==> src/rtl/riscv_pkg.sv <==
// Shared definitions for the RISC-V pipeline: load/store funct3 encodings,
// the memory-stage FSM states and the MEM/WB pipeline register layout.
package riscv_pkg;

    localparam logic [2:0] F3_B  = 3'b000;
    localparam logic [2:0] F3_H  = 3'b001;
    localparam logic [2:0] F3_W  = 3'b010;
    localparam logic [2:0] F3_BU = 3'b100;
    localparam logic [2:0] F3_HU = 3'b101;

    typedef enum logic {
        IDLE = 1'b0,
        WAIT = 1'b1
    } mem_state_t;

    typedef struct packed {
        logic        valid;
        logic [31:0] alu_result;
        logic [31:0] mem_data;
        logic        mem_to_reg;
        logic        reg_write;
        logic [4:0]  rd;
    } memwb_t;

endpackage

==> src/rtl/lsu_align.sv <==
// Combinational load/store lane steering: store replication and byte enables,
// load lane extraction with sign/zero extension, and illegal-access detection.
module lsu_align
    import riscv_pkg::*;
(
    input  logic [1:0]  off_i,
    input  logic [2:0]  funct3_i,
    input  logic        mem_read_i,
    input  logic        mem_write_i,
    input  logic [31:0] store_data_i,
    input  logic [31:0] rdata_i,
    output logic [31:0] wdata_o,
    output logic [3:0]  be_o,
    output logic [31:0] load_data_o,
    output logic        bad_o
);

    logic [31:0] byte_shift;
    logic [31:0] half_shift;
    logic [7:0]  ld_byte;
    logic [15:0] ld_half;

    always_comb begin
        bad_o = 1'b0;
        if (mem_read_i && mem_write_i) begin
            bad_o = 1'b1;
        end else if (mem_read_i) begin
            case (funct3_i)
                F3_B, F3_BU: bad_o = 1'b0;
                F3_H, F3_HU: bad_o = off_i[0];
                F3_W:        bad_o = (off_i != 2'b00);
                default:     bad_o = 1'b1;
            endcase
        end else if (mem_write_i) begin
            case (funct3_i)
                F3_B:    bad_o = 1'b0;
                F3_H:    bad_o = off_i[0];
                F3_W:    bad_o = (off_i != 2'b00);
                default: bad_o = 1'b1;
            endcase
        end
    end

    // Stores replicate the datum into every lane so memory only needs the enables.
    always_comb begin
        wdata_o = store_data_i;
        be_o    = 4'b1111;
        if (mem_write_i) begin
            case (funct3_i)
                F3_B: begin
                    wdata_o = {4{store_data_i[7:0]}};
                    be_o    = 4'b0001 << off_i;
                end
                F3_H: begin
                    wdata_o = {2{store_data_i[15:0]}};
                    be_o    = 4'b0011 << off_i;
                end
                default: begin
                    wdata_o = store_data_i;
                    be_o    = 4'b1111;
                end
            endcase
        end
    end

    assign byte_shift = rdata_i >> {off_i, 3'b000};
    assign half_shift = rdata_i >> {off_i[1], 4'b0000};
    assign ld_byte    = byte_shift[7:0];
    assign ld_half    = half_shift[15:0];

    always_comb begin
        case (funct3_i)
            F3_B:    load_data_o = {{24{ld_byte[7]}}, ld_byte};
            F3_BU:   load_data_o = {24'h0, ld_byte};
            F3_H:    load_data_o = {{16{ld_half[15]}}, ld_half};
            F3_HU:   load_data_o = {16'h0, ld_half};
            default: load_data_o = rdata_i;
        endcase
    end

endmodule

==> src/rtl/mem_stage.sv <==
// MEM stage: issues data-memory requests, stalls upstream while waiting,
// reports misaligned/timeout faults and holds the MEM/WB register.
module mem_stage
    import riscv_pkg::*;
#(
    parameter int TIMEOUT = 16
) (
    input  logic        clk,
    input  logic        rst,
    input  logic        ex_valid,
    input  logic [31:0] ex_alu_result,
    input  logic [31:0] ex_store_data,
    input  logic        ex_mem_read,
    input  logic        ex_mem_write,
    input  logic [2:0]  ex_funct3,
    input  logic        ex_mem_to_reg,
    input  logic        ex_reg_write,
    input  logic [4:0]  ex_rd,
    output logic        dmem_req,
    output logic        dmem_we,
    output logic [31:0] dmem_addr,
    output logic [31:0] dmem_wdata,
    output logic [3:0]  dmem_be,
    input  logic        dmem_ready,
    input  logic [31:0] dmem_rdata,
    output logic        mem_stall,
    output logic        mem_misalign,
    output logic        mem_fault,
    output logic        wb_valid,
    output logic [31:0] wb_alu_result,
    output logic [31:0] wb_mem_data,
    output logic        wb_mem_to_reg,
    output logic        wb_reg_write,
    output logic [4:0]  wb_rd
);

    localparam int CW = $clog2(TIMEOUT + 1);

    mem_state_t  state_q, state_d;
    logic [CW-1:0] cnt_q, cnt_d;
    memwb_t      wb_q, wb_d;

    logic        is_mem;
    logic        bad;
    logic        legal;
    logic        timeout;
    logic [31:0] load_data;

    lsu_align u_align (
        .off_i        (ex_alu_result[1:0]),
        .funct3_i     (ex_funct3),
        .mem_read_i   (ex_mem_read),
        .mem_write_i  (ex_mem_write),
        .store_data_i (ex_store_data),
        .rdata_i      (dmem_rdata),
        .wdata_o      (dmem_wdata),
        .be_o         (dmem_be),
        .load_data_o  (load_data),
        .bad_o        (bad)
    );

    assign is_mem  = ex_valid & (ex_mem_read | ex_mem_write);
    assign legal   = is_mem & ~bad;
    assign timeout = (state_q == WAIT) && (cnt_q == CW'(TIMEOUT));

    // Once the wait budget is spent the request is withdrawn, so a late ready is ignored.
    assign dmem_req     = ~rst & legal & ~timeout;
    assign mem_stall    = dmem_req & ~dmem_ready;
    assign mem_misalign = ~rst & is_mem & bad & ~timeout;
    assign mem_fault    = ~rst & timeout;
    assign dmem_we      = ex_mem_write;
    assign dmem_addr    = {ex_alu_result[31:2], 2'b00};

    always_comb begin
        state_d = IDLE;
        cnt_d   = '0;
        if (mem_stall) begin
            state_d = WAIT;
            cnt_d   = (state_q == IDLE) ? CW'(1) : cnt_q + CW'(1);
        end
    end

    always_comb begin
        wb_d = '0;
        if (!mem_stall && ex_valid) begin
            wb_d.valid      = 1'b1;
            wb_d.alu_result = ex_alu_result;
            wb_d.mem_to_reg = ex_mem_to_reg;
            wb_d.rd         = ex_rd;
            // A faulting instruction retires without writing the register file.
            if (!(mem_misalign || mem_fault)) begin
                wb_d.reg_write = ex_reg_write;
                wb_d.mem_data  = ex_mem_read ? load_data : 32'h0;
            end
        end
    end

    always_ff @(posedge clk or posedge rst) begin
        if (rst) begin
            state_q <= IDLE;
            cnt_q   <= '0;
            wb_q    <= '0;
        end else begin
            state_q <= state_d;
            cnt_q   <= cnt_d;
            wb_q    <= wb_d;
        end
    end

    assign wb_valid      = wb_q.valid;
    assign wb_alu_result = wb_q.alu_result;
    assign wb_mem_data   = wb_q.mem_data;
    assign wb_mem_to_reg = wb_q.mem_to_reg;
    assign wb_reg_write  = wb_q.reg_write;
    assign wb_rd         = wb_q.rd;

endmodule

==> config.mk <==
export PLATFORM = sky130hd
export DESIGN_NAME = mem_stage
export DESIGN_NICKNAME = d
export VERILOG_FILES = /design/src/rtl/riscv_pkg.sv /design/src/rtl/lsu_align.sv /design/src/rtl/mem_stage.sv
export SDC_FILE = /design/constraint.sdc
export NUM_CORES = 1
export LEC_CHECK = 0
export ABC_AREA = 1
export BUFFER_PORTS_ARGS = -buffer_cell sky130_fd_sc_hd__buf_2
export CAP_MARGIN = 20
export CORE_MARGIN = 4
export CORE_UTILIZATION = 49
export DETAILED_ROUTE_END_ITERATION = 8
export HOLD_SLACK_MARGIN = 0.12
export PLACE_DENSITY_LB_ADDON = 0.25
export SLEW_MARGIN = 20
export SYNTH_ARGS = -nofsm -noshare
export SYNTH_HDL_FRONTEND = slang
export SYNTH_SLANG_ARGS = --single-unit
==> constraint.sdc <==
create_clock -name clk -period 6.5 [get_ports clk]
set_clock_uncertainty 0.05 [all_clocks]
set_input_delay 0.325 -clock clk [delete_from_list [all_inputs] [get_ports clk]]
set_output_delay 0.325 -clock clk [all_outputs]
set_load 0.01 [all_outputs]
==> results.md <==
* Antenna-violating nets left at 0
* Number of flops mapped to enable cells by yosys at 0
* Post-DR wirelength/cell at 14.4 um
* # fillers at 894
* Reg2Reg Capture Point: wb_mem_data[2]$_DFF_PP0_
* Worst EP required at ~6.1 ns
* Initial antenna violation count at 0
* Routed wire length at between 10 and 15 mm
* Clock transition at the registers of the reported paths at 0.08 ns
* Status: completed
* H-Tree Level Count at 3
* Crit Reg-Reg Startpoint: cnt_q[0]$_DFF_PP0_
* Tcrit/Tclk final at 42.2%
* Setup TNS at 0 ns
* FF/Latch Area at 1950 um^2
* Die area at approximately 11000 um^2
* Initial DRT Pass Iterations at 5
* R2R Setup Slk at 4.39 ns
* Clock root buffer: clkbuf_8
* Number of port buffers at 254
* Crit path launch type: primary input
* Layout area overhead at 24.0%
* Least-Margin Pin Slew at about 0.96 ns
* Syn Std Cell Area at 4610 um^2
* Synth unique cells at 35
* Initial core utilization at 50.1%
* Post-synth top flop: dfrtp_1
* Mapped Cells at 626
* # hold bufs at CTS at 0
* N_diodes at 0
* Drt drc at 0
* Via Count at ~4700
* GPL Wtd Cong at 0.884
* Tot Pwr at 1.13 mW
* Final slew viol count at 0
* Minimum clock period at 2.75 ns
* Setup Fix Bufs, Post-CTS at 0
* Async SR Flop Fraction at 100%
* Cts repair resizes at 0
* Core area at 9200 um^2
* Pwr dens at 198 nW/um^2
* Cells after DPL at 920
* Max-Cap Viols at 0
* CP endpoint kind: output pin
* CTS max path bufs at 2
* DRT iter0 DRCs at 302
* Most frequent cells in the layout: 254 x buf_2, 110 x inv_1, 102 x nor2_1, 95 x nand2_1, 78 x dfrtp_1
* Total CTS buffers at 9
* Leak at ~3.6 nW
* FP Rows at 35
* Post-synthesis sequential area ratio at between 40 and 50%
* Yosys reg bits at about 80
* Number of global-route vias before repair at approximately 4500
* Max IR drop VDD at 93.1 uV
* Width of the chip at 105 um
* Clock sinks at 78
* Crit Path Max Fanout at 25
* Type of the worst setup path: in -> out
* IO Pins at approximately 260
* Fmax achieved at approximately 360 MHz
* Avg Cell Area, Syn at 7.36 um^2
* Largest net degree at the start of global routing at 79
* Setup violators final at 0
* Vias per Instance at 4.98
* Crit. Startpoint: ex_funct3[1]
* Fin cells at approximately 940
* Share of layout cells above drive strength 1 at 35.5%
* First-pass GRT wire length at 21.6 mm
* CTS tree: built
* YS warnings at 0
* Worst Setup EP: dmem_wdata[12]
* Worst-Skew Late Latency at 0.33 ns
* GRT Overall Usage at between 20 and 25%
* WP data arrival at 2.37 ns
* Slew HR at 36.3%
* RSZ-0062 raised after global routing: no
* GR Overflow Total at 0
* Final Hold Fails at 0
* Commonest non-fill, non-tap cell in the layout: buf_2
* Die Y at 105 um
* Final HPWL DP at 10.4 mm
* Hold crit path type: in -> reg
* Area of the multi-input gates at 1700 um^2
* Final layout net count at 934
* FF-to-FF path depth at 8
## where the power goes
part / leakage (nW) / internal [mW] / switching, mW / total (mW)
clock: 0.0931 / 0.180 / 0.180 / 0.360
combinational: 2.49 / 0.0961 / 0.160 / 0.257
sequential: 1.03 / 0.508 / 0.00662 / 0.515
total: 3.61 / 0.785 / 0.347 / 1.13
## cell type report
type	instances	area share [%]
clock buffer	10	2.24
clock inverter	6	1.25
inverter	118	7.80
multi-input combinational	358	29.7
sequential	78	34.2
tap	111	2.43
timing repair buffer	255	22.4
## metrics by stage
stage | hold WS, ns | cell area [um^2] | util (%) | setup slack, ns
2_1_floorplan | 0.373 | 4610 | - | 3.23
3_3_place_gp | 0.379 | 5510 | 59.9 | 3.79
3_5_place_dp | 0.392 | 5510 | 59.9 | 3.78
4_1_cts | 0.130 | 5710 | 62.1 | 3.76
5_1_grt | 0.125 | 5710 | 62.1 | 3.59
6_report | 0.146 | 5710 | 62.1 | 3.75
## synth_stat cells (all sizes together), types with 2 or more instances
master | instances | share of area [%]
xor2 | 2 | 0.38
clkbuf | 9 | 0.73
buf | 64 | 11
o211ai | 7 | 1.1
o21ai | 33 | 3.6
nor2 | 107 | 9.1
clkinv | 3 | 0.27
nand2 | 101 | 8.9
ha | 2 | 0.54
dfrtp | 78 | 42
inv | 115 | 9.4
o22ai | 8 | 1.1
a21oi | 25 | 2.7
nor3 | 5 | 0.79
nand3 | 60 | 7.2
## per-layer routing
metal	track usage, %	share of wire, %	vias up	wire length, um
li1	-	-	2258	-
met1	29.9	39	2141	5280
met2	41.8	51	242	6790
met3	5.00	8.0	22	1080
met4	7.50	2.2	0	298
met5	0	0	-	0
## worst min-delay path by stage
stage	slack (ns)	from	to	depth (start not counted)
2_1_floorplan	0.37	state_q$_DFF_PP0_	cnt_q[0]$_DFF_PP0_	1
3_3_place_gp	0.38	state_q$_DFF_PP0_	cnt_q[0]$_DFF_PP0_	1
3_5_place_dp	0.39	state_q$_DFF_PP0_	cnt_q[0]$_DFF_PP0_	1
4_1_cts	0.13	ex_alu_result[22]	wb_alu_result[22]$_DFF_PP0_	3
5_1_grt	0.12	ex_alu_result[11]	wb_alu_result[11]$_DFF_PP0_	3
6_report	0.15	ex_alu_result[27]	wb_alu_result[27]$_DFF_PP0_	3
## kinds of logic after synthesis
family                   after synthesis  share of synthesized area (%)
adder cells (fa/ha/maj)                2                          0.543
flip-flops                            78                           42.4
XOR/XNOR                               3                          0.571
AND/OR/NAND/NOR                      275                           26.4
AO/OA/AOI/OAI                         76                           9.07
other                                  1                         0.0814
buffers and inverters                191                           20.9
## worst max-delay path: stages
cell and delay, ns:
buf_2 0.42, nor2_2 0.11, inv_2 0.10, nor2_4 0.04
inv_2 0.15, nand2_1 0.08, nand2_2 0.33, inv_1 0.30
o21ai_0 0.31, buf_2 0.19
(Power assumes the default switching activity.)
